<file path="config.mk">
export PLATFORM = sky130hd
export DESIGN_NAME = rain_display_scan
export DESIGN_NICKNAME = d
export VERILOG_FILES = /design/src/rtl/rain_display_scan_pkg.sv /design/src/rtl/rain_display_scan_bcd_to_7seg.sv /design/src/rtl/rain_display_scan.sv
export SDC_FILE = /design/constraint.sdc
export NUM_CORES = 1
export LEC_CHECK = 0
export ABC_AREA = 0
export ABC_CLOCK_PERIOD_IN_PS = 5250
export CORE_AREA = 5 5 66 68
export CTS_BUF_LIST = sky130_fd_sc_hd__clkbuf_8 sky130_fd_sc_hd__clkbuf_16
export DETAILED_ROUTE_END_ITERATION = 16
export DIE_AREA = 0 0 71 73
export MAX_ROUTING_LAYER = met4
export PLACE_DENSITY = 0.83
export SYNTH_ARGS = -nofsm -noshare
export SYNTH_HDL_FRONTEND = slang
export SYNTH_SLANG_ARGS = --single-unit
</file>
<file path="constraint.sdc">
create_clock -name Clock -period 5.25 [get_ports Clock]
set_input_delay 1.05 -clock Clock [delete_from_list [all_inputs] [get_ports Clock]]
set_output_delay 1.05 -clock Clock [all_outputs]
set_load 0.1 [all_outputs]
</file>
<file path="src/rtl/rain_display_scan_pkg.sv">
// Shared types and constants for the rain gauge display scanner.
// Holds the scan FSM state type, 7-segment codes and digit positions.
package rain_display_pkg;

  typedef enum logic [1:0] {
    IDLE  = 2'd0,
    SHOW  = 2'd1,
    BLANK = 2'd2
  } scan_state_t;

  localparam logic [6:0] SEG_0    = 7'h3F;
  localparam logic [6:0] SEG_1    = 7'h06;
  localparam logic [6:0] SEG_2    = 7'h5B;
  localparam logic [6:0] SEG_3    = 7'h4F;
  localparam logic [6:0] SEG_4    = 7'h66;
  localparam logic [6:0] SEG_5    = 7'h6D;
  localparam logic [6:0] SEG_6    = 7'h7D;
  localparam logic [6:0] SEG_7    = 7'h07;
  localparam logic [6:0] SEG_8    = 7'h7F;
  localparam logic [6:0] SEG_9    = 7'h6F;
  localparam logic [6:0] SEG_DASH = 7'h40;
  localparam logic [6:0] SEG_OFF  = 7'h00;

  localparam logic [2:0] POS_HUNDREDS   = 3'd0;
  localparam logic [2:0] POS_TENS       = 3'd1;
  localparam logic [2:0] POS_UNITS      = 3'd2;
  localparam logic [2:0] POS_TENTHS     = 3'd3;
  localparam logic [2:0] POS_HUNDREDTHS = 3'd4;
  localparam logic [2:0] DP_POS         = 3'd2;

  // One-hot digit enable; anything outside 0..4 enables nothing.
  function automatic logic [4:0] pos_onehot(input logic [2:0] pos);
    logic [4:0] sel;
    case (pos)
      POS_HUNDREDS:   sel = 5'b00001;
      POS_TENS:       sel = 5'b00010;
      POS_UNITS:      sel = 5'b00100;
      POS_TENTHS:     sel = 5'b01000;
      POS_HUNDREDTHS: sel = 5'b10000;
      default:        sel = 5'b00000;
    endcase
    return sel;
  endfunction

endpackage

</file>
<file path="src/rtl/rain_display_scan_bcd_to_7seg.sv">
// BCD digit to active-high 7-segment pattern (bit0=a .. bit6=g).
// Codes 10..15 are shown as a dash so a corrupt digit is visible.
module bcd_to_7seg
  import rain_display_pkg::*;
(
  input  logic [3:0] bcd,
  output logic [6:0] seg
);

  // Segment lookup with dash as the fallback for non-decimal codes.
  always_comb begin
    seg = SEG_DASH;
    case (bcd)
      4'd0:    seg = SEG_0;
      4'd1:    seg = SEG_1;
      4'd2:    seg = SEG_2;
      4'd3:    seg = SEG_3;
      4'd4:    seg = SEG_4;
      4'd5:    seg = SEG_5;
      4'd6:    seg = SEG_6;
      4'd7:    seg = SEG_7;
      4'd8:    seg = SEG_8;
      4'd9:    seg = SEG_9;
      default: seg = SEG_DASH;
    endcase
  end

endmodule

</file>
<file path="src/rtl/rain_display_scan.sv">
// Multiplexed 5-digit scanner for the rain gauge reading (ddd.dd mm).
// Digits are snapshotted once per frame; each slot is SHOW then BLANK.
module rain_display_scan
  import rain_display_pkg::*;
#(
  parameter int unsigned SCAN_DIV     = 32'd64,
  parameter int unsigned BLANK_CYCLES = 32'd4,
  parameter int unsigned LZB_EN       = 32'd1
) (
  input  logic       Clock,
  input  logic       Reset,
  input  logic       Enable,
  input  logic [3:0] rain_hundreds_bcd,
  input  logic [3:0] rain_tens_bcd,
  input  logic [3:0] rain_units_bcd,
  input  logic [3:0] rain_tenths_bcd,
  input  logic [3:0] rain_hundredths_bcd,
  output logic [6:0] seg,
  output logic       dp,
  output logic [4:0] digit_sel,
  output logic       frame_start
);

  localparam logic [9:0] SHOW_LAST_C  = 10'(SCAN_DIV - BLANK_CYCLES - 32'd1);
  localparam logic [9:0] BLANK_LAST_C = 10'(BLANK_CYCLES - 32'd1);
  localparam bit         HAS_BLANK_C  = (BLANK_CYCLES != 32'd0);
  localparam bit         LZB_C        = (LZB_EN != 32'd0);

  scan_state_t       state_r, state_s;
  logic [2:0]        pos_r, pos_s, next_pos_s;
  logic [9:0]        cnt_r, cnt_s;
  logic [4:0][3:0]   snap_r, snap_s, next_snap_s, live_s;
  logic              wrap_s;
  logic [3:0]        digit_s;
  logic [6:0]        dec_seg_s;
  logic              lzb_s;

  // Element n of the snapshot is display position n.
  assign live_s = {rain_hundredths_bcd, rain_tenths_bcd, rain_units_bcd,
                   rain_tens_bcd, rain_hundreds_bcd};

  // Leaving the last position starts a new frame, which is when inputs are re-latched.
  assign wrap_s      = (pos_r >= POS_HUNDREDTHS);
  assign next_pos_s  = wrap_s ? POS_HUNDREDS : (pos_r + 3'd1);
  assign next_snap_s = wrap_s ? live_s : snap_r;

  // State, position, slot counter and snapshot registers.
  always_ff @(posedge Clock) begin
    if (Reset) begin
      state_r <= IDLE;
      pos_r   <= 3'd0;
      cnt_r   <= 10'd0;
      snap_r  <= 20'h0;
    end else begin
      state_r <= state_s;
      pos_r   <= pos_s;
      cnt_r   <= cnt_s;
      snap_r  <= snap_s;
    end
  end

  // Scan sequencing: SHOW for the lit part of a slot, BLANK for the gap.
  always_comb begin
    state_s = state_r;
    pos_s   = pos_r;
    cnt_s   = cnt_r;
    snap_s  = snap_r;
    if (!Enable) begin
      state_s = IDLE;
      pos_s   = POS_HUNDREDS;
      cnt_s   = 10'd0;
    end else begin
      case (state_r)
        IDLE: begin
          state_s = SHOW;
          pos_s   = POS_HUNDREDS;
          cnt_s   = 10'd0;
          snap_s  = live_s;
        end
        SHOW: begin
          if (cnt_r != SHOW_LAST_C) begin
            cnt_s = cnt_r + 10'd1;
          end else if (HAS_BLANK_C) begin
            state_s = BLANK;
            cnt_s   = 10'd0;
          end else begin
            state_s = SHOW;
            cnt_s   = 10'd0;
            pos_s   = next_pos_s;
            snap_s  = next_snap_s;
          end
        end
        BLANK: begin
          if (cnt_r != BLANK_LAST_C) begin
            cnt_s = cnt_r + 10'd1;
          end else begin
            state_s = SHOW;
            cnt_s   = 10'd0;
            pos_s   = next_pos_s;
            snap_s  = next_snap_s;
          end
        end
        default: begin
          state_s = IDLE;
          pos_s   = POS_HUNDREDS;
          cnt_s   = 10'd0;
        end
      endcase
    end
  end

  // Select the snapshot digit for the current position.
  always_comb begin
    digit_s = 4'd0;
    case (pos_r)
      POS_HUNDREDS:   digit_s = snap_r[0];
      POS_TENS:       digit_s = snap_r[1];
      POS_UNITS:      digit_s = snap_r[2];
      POS_TENTHS:     digit_s = snap_r[3];
      POS_HUNDREDTHS: digit_s = snap_r[4];
      default:        digit_s = 4'd0;
    endcase
  end

  bcd_to_7seg u_bcd_to_7seg (
    .bcd (digit_s),
    .seg (dec_seg_s)
  );

  // Only the two leftmost positions can be blanked, so 0.00 stays readable.
  assign lzb_s = LZB_C &&
                 (((pos_r == POS_HUNDREDS) && (snap_r[0] == 4'd0)) ||
                  ((pos_r == POS_TENS) && (snap_r[0] == 4'd0) && (snap_r[1] == 4'd0)));

  // Output decode from registered state; dark outside SHOW.
  always_comb begin
    seg         = SEG_OFF;
    dp          = 1'b0;
    digit_sel   = 5'b00000;
    frame_start = 1'b0;
    case (state_r)
      SHOW: begin
        digit_sel = pos_onehot(pos_r);
        if (lzb_s) begin
          seg = SEG_OFF;
        end else begin
          seg = dec_seg_s;
        end
        dp          = (pos_r == DP_POS);
        frame_start = (pos_r == POS_HUNDREDS) && (cnt_r == 10'd0);
      end
      IDLE, BLANK: begin
        seg         = SEG_OFF;
        digit_sel   = 5'b00000;
      end
      default: begin
        seg         = SEG_OFF;
        digit_sel   = 5'b00000;
      end
    endcase
  end

endmodule

</file>
==> impl_metrics.sql, run 1 <==
INSERT INTO impl_metrics (metric_group, metric, value, unit) VALUES
('synthesis', 'synth.ff_latch_count', '35', ''),
('power', 'irDropWorstVdd', '0.192', 'mV'),
('timing', 'slew_headroom', '34.7', '%'),
('cells_and_area', 'post_route_cells_drive_above_1_share', '9.80', '%'),
('timing', 'period_share', '78.0', '%'),
('power', 'total_power', '0.581', 'mW'),
('worst_setup_path', 'worst_setup_start_kind', 'register', ''),
('grt', 'first_global_vias', '1556', ''),
('floorplan', 'floorplan.initialDensity', '52.8', '%'),
('outcome', 'status', 'finished, final reports clean', ''),
('synthesis', 'synth.top_cell.area_share', '34.9', '%'),
('synthesis', 'post_synth_main_area_contributors', 'dfxtp_1 (35%), ha_1 (11%), mux2i_1 (10%), nor2_1 (7.1%), a21oi_1 (2.7%)', ''),
('timing', 'fmax', '244', 'MHz'),
('worst_setup_path', 'worst-r2r-setup-slack', '3.28', 'ns'),
('floorplan', 'core', '0.00380', 'mm²'),
('clocking', 'numCtsBuffers', '5', ''),
('cells_and_area', 'final_cells', '305', ''),
('floorplan', 'pin_count', '37', ''),
('timing', 'timing.clock.skew', '0.00609', 'ns'),
('cells_and_area', 'n_antenna_cell', '0', ''),
('worst_setup_path', 'crit_type', 'reg -> out', ''),
('timing', 'postLayoutSetupSlackWorst', '1.15', 'ns'),
('drt', 'detail_route.iter0.violations', '112', ''),
('worst_hold_path', 'min_path_type', 'reg -> reg', ''),
('clocking', 'tritoncts', 'built', ''),
('synthesis', 'synth_cells', '219', ''),
('clocking', 'postCtsSetupRepairBufs', '0', ''),
('synthesis', 'synth_cell_types', '46', ''),
('timing', 'timing.final.hold_violations', '0', ''),
('cells_and_area', 'final_nets', '294', ''),
('cells_and_area', 'flow.area_growth_from_synthesis', '21.5', '%'),
('synthesis', 'yosys.cell_count.top_type', 'nor2_1', ''),
('floorplan', 'row_cnt', '23', ''),
('synthesis', 'synth-main-ff-cell', 'dfxtp_1', ''),
('worst_setup_path', 'setup.worst_path.end_class', 'primary output', ''),
('timing', 'worst-slew-pin-transition', '0.976', 'ns'),
('timing', 'timing.setup.tns', '0', 'ns'),
('clocking', 'clk_transition_reported_paths', '0.07', 'ns'),
('drt', 'detail_route.drc_violations', '0', ''),
('drt', 'final_antenna_net_count', '0', ''),
('synthesis', 'synth_commonest_cells', 'nor2_1 (38), dfxtp_1 (35), mux2i_1 (21)', ''),
('clocking', 'cts.hold.buffers_added', '0', ''),
('clocking', 'htree_num_levels', '2', ''),
('power', 'power.leakage', '0.966', 'nW'),
('synthesis', 'synth_warn', '0', ''),
('place', 'placedInstanceArea', '0.00235', 'mm²'),
('synthesis', 'synth_edf_count', '0', ''),
('floorplan', 'floorplan_die_area', '0.00518', 'mm²'),
('drt', 'detailroute.via_count', '1602', ''),
('timing', 'setup_repair_after_global_routing_missed_its_margin', 'false', ''),
('place', 'routabilityCongestion', '0.811', ''),
('synthesis', 'synth.avg_cell_area', '9.16', 'µm²'),
('synthesis', 'synth.cell_area', '0.00201', 'mm²'),
('job', 'maxCapViolCount', '0', ''),
('timing', 'fin_hold_ws', '0.454', 'ns'),
('clocking', 'cts.root.buffer_cell', 'clkbuf_8', ''),
('synthesis', 'postSynthNetCount', '259', ''),
('timing', 'final_count_of_pins_violating_max_slew', '0', ''),
('clocking', 'later_pin_clock_latency_in_the_skew_report', '0.29', 'ns'),
('grt', 'grt.total_usage', '17.3', '%'),
('cells_and_area', 'finish.instance_area', '0.00244', 'mm²'),
('synthesis', 'synthDominantAreaCellType', 'dfxtp_1', ''),
('place', 'placement.io_buffers', '36', ''),
('cells_and_area', 'final_core_utilization', '64.1', '%'),
('timing', 'setup_viol_count_final', '0', ''),
('drt', 'wirelength', '4130', 'µm'),
('worst_setup_path', 'timing.critical_path.required', '4.20', 'ns'),
('cells_and_area', 'fillers', '345', ''),
('place', 'detailedPlacementHpwl', '3010', 'µm'),
('grt', 'pin_count_of_the_biggest_net_entering_global_routing', '22', ''),
('place', 'pre_cts_slack', '1.50', 'ns');
==> cells in the final DEF (no fill, tap or decap), types with 2 or more instances in the layout <==
master | Yosys | final
nor2b_1 | 3 | 3
o21ai_2 | 2 | 2
a21oi_1 | 11 | 11
inv_1 | 13 | 14
or3_1 | 2 | 2
xor2_1 | 6 | 6
ha_1 | 17 | 17
mux2i_1 | 21 | 21
nand3_1 | 5 | 5
a32oi_1 | 2 | 2
buf_4 | 1 | 8
xnor2_1 | 2 | 2
o21ai_1 | 6 | 6
and2_1 | 6 | 6
nand4_1 | 4 | 4
and4_1 | 2 | 2
clkdlybuf4s50_1 | 0 | 29
clkbuf_8 | 0 | 5
nand2_1 | 8 | 8
nor2_1 | 38 | 38
a222oi_1 | 4 | 4
nor3_1 | 2 | 2
dfxtp_1 | 35 | 35
==> registers in the layout, summed over array words and instances, names as in the netlist <==
signal,flops
state_r,2
snap_r,20
cnt_r,10
pos_r,3
==> critical path, stage by stage (launching register included) <==
cell and delay, ns:
dfxtp_1 0.40, inv_1 0.09, ha_1 0.33, a222oi_1 0.45, o21ai_1 0.10, a21oi_1 0.33, inv_1 0.15, ha_1 0.22
nor2_1 0.13, o21ai_1 0.09, a21oi_1 0.16, buf_4 0.30
==> kinds of logic after synthesis <==
family / share of synthesized area, %
simple gates: 21.6
flops: 34.9
compound gates: 13.0
buf+inv: 5.80
mux: 10.5
fa+ha+maj: 10.6
xor+xnor: 3.49
==> routing by layer <==
metal  GRT usage (%)  routed length (µm)  up-vias
met1            21.1                1950      720
met3            5.37                 217        8
li1                -                   -      835
met2            26.7                1900       39
met4            7.31                  66        0
met5               -                   0        -
==> report_power, final <==
part	leakage, nW	internal (mW)	switching [mW]
clock	0.0453	0.0907	0.0965
sequential	0.286	0.276	0.00773
combinational	0.635	0.0453	0.0645
total	0.966	0.412	0.169
==> path summary, 6_finish.rpt <==
check,from,endpoint,depth (start not counted)
max,pos_r[0]$_SDFFE_PP0P_,seg[0],11
min,cnt_r[0]$_SDFF_PP0_,cnt_r[0]$_SDFF_PP0_,1
max reg2reg,state_r[1]$_SDFFE_PP0P_,pos_r[2]$_SDFFE_PP0P_,6
min reg2reg,cnt_r[0]$_SDFF_PP0_,cnt_r[0]$_SDFF_PP0_,1
==> layout make-up <==
type	instances	area, µm²	share of cell area, %
clock buffers	5	68.8	2.82
clock inverters	3	16.3	0.668
inverters	13	48.8	2.00
multi-input cells	162	1190	48.8
flip-flops and latches	35	701	28.8
well taps	50	62.6	2.57
repair buffers	37	350	14.4
No activity file was read; power rests on OpenSTA's default activity.
==> inputs of run 2 (changes only) <==
--- a/config.mk
+++ b/config.mk
@@ -6,13 +6,13 @@
 export NUM_CORES = 1
 export LEC_CHECK = 0
 export ABC_AREA = 0
-export ABC_CLOCK_PERIOD_IN_PS = 5250
-export CORE_AREA = 5 5 66 68
+export ABC_CLOCK_PERIOD_IN_PS = 4200
+export CORE_AREA = 5 5 69 71
 export CTS_BUF_LIST = sky130_fd_sc_hd__clkbuf_8 sky130_fd_sc_hd__clkbuf_16
 export DETAILED_ROUTE_END_ITERATION = 16
-export DIE_AREA = 0 0 71 73
+export DIE_AREA = 0 0 74 76
 export MAX_ROUTING_LAYER = met4
-export PLACE_DENSITY = 0.83
+export PLACE_DENSITY = 0.77
 export SYNTH_ARGS = -nofsm -noshare
 export SYNTH_HDL_FRONTEND = slang
 export SYNTH_SLANG_ARGS = --single-unit
==> constraint.sdc (replaced) <==
create_clock -name Clock -period 4.2 [get_ports Clock]
set_input_delay 0.84 -clock Clock [delete_from_list [all_inputs] [get_ports Clock]]
set_output_delay 0.84 -clock Clock [all_outputs]
set_load 0.1 [all_outputs]
==> run 2 against run 1 <==
Effect of this change: clock skew increased by 0.0011 ns; register-to-register slack got worse by 1.3 ns; power increased by 31%; critical path depth unchanged; setup slack got worse by 0.71 ns; via count increased by 0.56%; global-route usage decreased by 0.90 points; sequential share of layout area decreased by 0.69 points; count of clock-buffer cells in the layout increased by 2; hold slack improved by 0.0017 ns; critical endpoint unchanged.
==> impl_metrics.sql, run 2 (same netlist as run 1, synthesis figures left out) <==
INSERT INTO impl_metrics (metric_group, metric, value, unit) VALUES
('cells_and_area', 'mostFrequentLayoutCells', 'nor2_1 (38), dfxtp_1 (35), clkdlybuf4s50_1 (23)', ''),
('grt', 'first_global_vias', '1578', ''),
('floorplan', 'core', '0.00417', 'mm²'),
('power', 'share_seq_of_total_power', '46.7', '%'),
('cells_and_area', 'most_common_cell_after_layout_fill_and_taps_aside', 'nor2_1', ''),
('floorplan', 'floorplan.die.width', '74', 'µm'),
('clocking', 'htree_num_levels', '2', ''),
('power', 'sw_frac_of_total', '27.3', '%'),
('cells_and_area', 'n_antenna_cell', '0', ''),
('grt', 'number_of_antenna_violations_at_the_first_check_in_global_routing', '0', ''),
('floorplan', 'floorplan.initialDensity', '48.1', '%'),
('power', 'clock_group_share_of_total_power', '34.5', '%'),
('worst_setup_path', 'timing.critical_path.required', '3.36', 'ns'),
('clocking', 'cts.root.buffer_cell', 'clkbuf_8', ''),
('drt', 'detail_route.iter0.violations', '136', ''),
('drt', 'detailroute.via_count', '1611', ''),
('cells_and_area', 'largest_registers_ranked_by_flip_flop_count', 'snap_r (20), cnt_r (10), pos_r (3)', ''),
('cells_and_area', 'largest_register_ffs', '20', ''),
('timing', 'timing.clock.skew', '0.00724', 'ns'),
('floorplan', 'die_height', '76', 'µm'),
('drt', 'detail_route.drc_violations', '0', ''),
('timing', 'setup_viol_count_final', '0', ''),
('clocking', 'cts.hold.buffers_added', '0', ''),
('timing', 'fmax', '266', 'MHz'),
('power', 'total_power', '0.761', 'mW'),
('clocking', 'clkSinkCount', '35', ''),
('clocking', 'clk_transition_reported_paths', '0.07', 'ns'),
('timing', 'setup_repair_after_global_routing_missed_its_margin', 'false', ''),
('timing', 'period_share', '89.4', '%'),
('timing', 'slew_headroom', '35.7', '%'),
('floorplan', 'floorplan_die_area', '0.00562', 'mm²'),
('worst_setup_path', 'worst_path_max_fanout', '11', ''),
('power', 'power.share.combinational', '18.8', '%'),
('place', 'routabilityCongestion', '0.789', ''),
('grt', 'grt.total_usage', '16.4', '%'),
('timing', 'final_count_of_pins_violating_max_slew', '0', ''),
('power', 'cell_area_power_density', '305', 'mW/mm²'),
('worst_setup_path', 'worst_setup_start_kind', 'register', ''),
('cells_and_area', 'final_nets', '294', ''),
('drt', 'wirelength', '4260', 'µm'),
('cells_and_area', 'post_route_cells_drive_above_1_share', '14.1', '%'),
('power', 'internal_power', '0.553', 'mW'),
('cells_and_area', 'flow.area_growth_from_synthesis', '24.5', '%'),
('clocking', 'numCtsBuffers', '5', ''),
('worst_setup_path', 'critical-path-slowest-cell', 'a222oi_1', ''),
('timing', 'timing.final.hold_violations', '0', ''),
('timing', 'worst-slew-pin-transition', '0.962', 'ns'),
('job', 'maxCapViolCount', '0', ''),
('grt', 'first_pass_grt_wire_length', '7080', 'µm'),
('clocking', 'tritoncts', 'built', ''),
('drt', 'route.detailed.wl_per_inst', '13.9', 'µm'),
('worst_setup_path', 'critical-path-max-stage-delay', '0.40', 'ns'),
('grt', 'pin_count_of_the_biggest_net_entering_global_routing', '22', ''),
('place', 'placement.io_buffers', '36', ''),
('drt', 'avgViaCountPerCell', '5.25', ''),
('timing', 'timing.setup.tns', '0', 'ns'),
('power', 'irDropWorstVdd', '0.196', 'mV'),
('place', 'detailedPlacementHpwl', '3320', 'µm'),
('drt', 'final_antenna_net_count', '0', ''),
('worst_hold_path', 'min_path_type', 'reg -> reg', ''),
('power', 'netsw', '0.208', 'mW'),
('worst_setup_path', 'worstPathCellList', 'inv_1, ha_1, a222oi_1, o21ai_1, a21oi_1, inv_1, ha_1, nor2_1, o21ai_1, a21oi_2, buf_12', ''),
('outcome', 'status', 'finished, final reports clean', ''),
('power', 'power.leakage', '0.997', 'nW'),
('worst_setup_path', 'arrival', '2.91', 'ns'),
('drt', 'detailedRoute.firstPassIterationCount', '4', ''),
('clocking', 'postCtsSetupRepairBufs', '0', ''),
('cells_and_area', 'max_flop_register', 'snap_r', ''),
('clocking', 'later_pin_clock_latency_in_the_skew_report', '0.29', 'ns'),
('timing', 'fin_crit', '3.75', 'ns'),
('clocking', 'cts_buffer_depth', '2', ''),
('grt', 'grt_overflow', '0', ''),
('worst_setup_path', 'crit_type', 'reg -> out', ''),
('floorplan', 'row_cnt', '24', ''),
('clocking', 'postCtsResizedCells', '0', ''),
('floorplan', 'pin_count', '37', ''),
('worst_setup_path', 'setup.worst_path.end_class', 'primary output', '');
## run 2: layout make-up
type                            instances  area [µm²]
Tap cell                               52        65.1
Sequential cell                        35         701
Timing Repair Buffer                   37         373
Clock inverter                          1        3.75
Inverter                               13        48.8
Multi-Input combinational cell        162        1210
Fill cell                             379        1680
Clock buffer                            7        96.3
## run 2: metrics by stage
| stage | hold WS [ns] | util [%] | setup slack [ns] | instance area [µm²] | instances |
|---|---|---|---|---|---|
| after floorplan | 0.417 | - | 0.172 | 2030 | 219 |
| after global placement | 0.430 | 57.4 | 0.870 | 2400 | 299 |
| after detailed placement | 0.448 | 57.4 | 0.790 | 2400 | 299 |
| after CTS | 0.463 | 59.8 | 0.469 | 2500 | 307 |
| after global routing | 0.499 | 59.8 | 0.184 | 2500 | 307 |
| final | 0.456 | 59.8 | 0.445 | 2500 | 307 |
## run 2: worst paths after layout
kind                          from                     end  slack (ns)  cells after the start
max          pos_r[0]$_SDFFE_PP0P_                  seg[0]        0.45                     11
min            cnt_r[0]$_SDFF_PP0_     cnt_r[0]$_SDFF_PP0_        0.46                      1
max reg2reg    cnt_r[7]$_SDFF_PP0_  snap_r[9]$_SDFFE_PP0P_        1.95                      6
min reg2reg    cnt_r[0]$_SDFF_PP0_     cnt_r[0]$_SDFF_PP0_        0.46                      1
## run 2: power groups by stage
| stage | Sequential (mW) | Clock, mW | Combinational [mW] |
|---|---|---|---|
| floorplan | 0.359 | 0 | 0.103 |
| global placement | 0.362 | 0 | 0.142 |
| detailed placement | 0.363 | 0 | 0.144 |
| CTS | 0.355 | 0.271 | 0.144 |
| global route | 0.356 | 0.288 | 0.154 |
| finish | 0.355 | 0.262 | 0.143 |
## run 2: metal layers
layer	wire, µm	vias to the layer above	GRT usage (%)
li1	-	838	-
met1	1740	741	18.6
met2	2240	26	26.9
met3	190	6	3.96
met4	82	0	7.43
met5	0	-	-
## run 2: worst max-delay path: cells and delay by family (launching register included)
kind | cells | cell delay [ns]
flip-flops | 1 | 0.39
AND/OR/NAND/NOR | 1 | 0.14
AO/OA/AOI/OAI | 5 | 1.13
adder cells (fa/ha/maj) | 2 | 0.55
buffers and inverters | 3 | 0.42
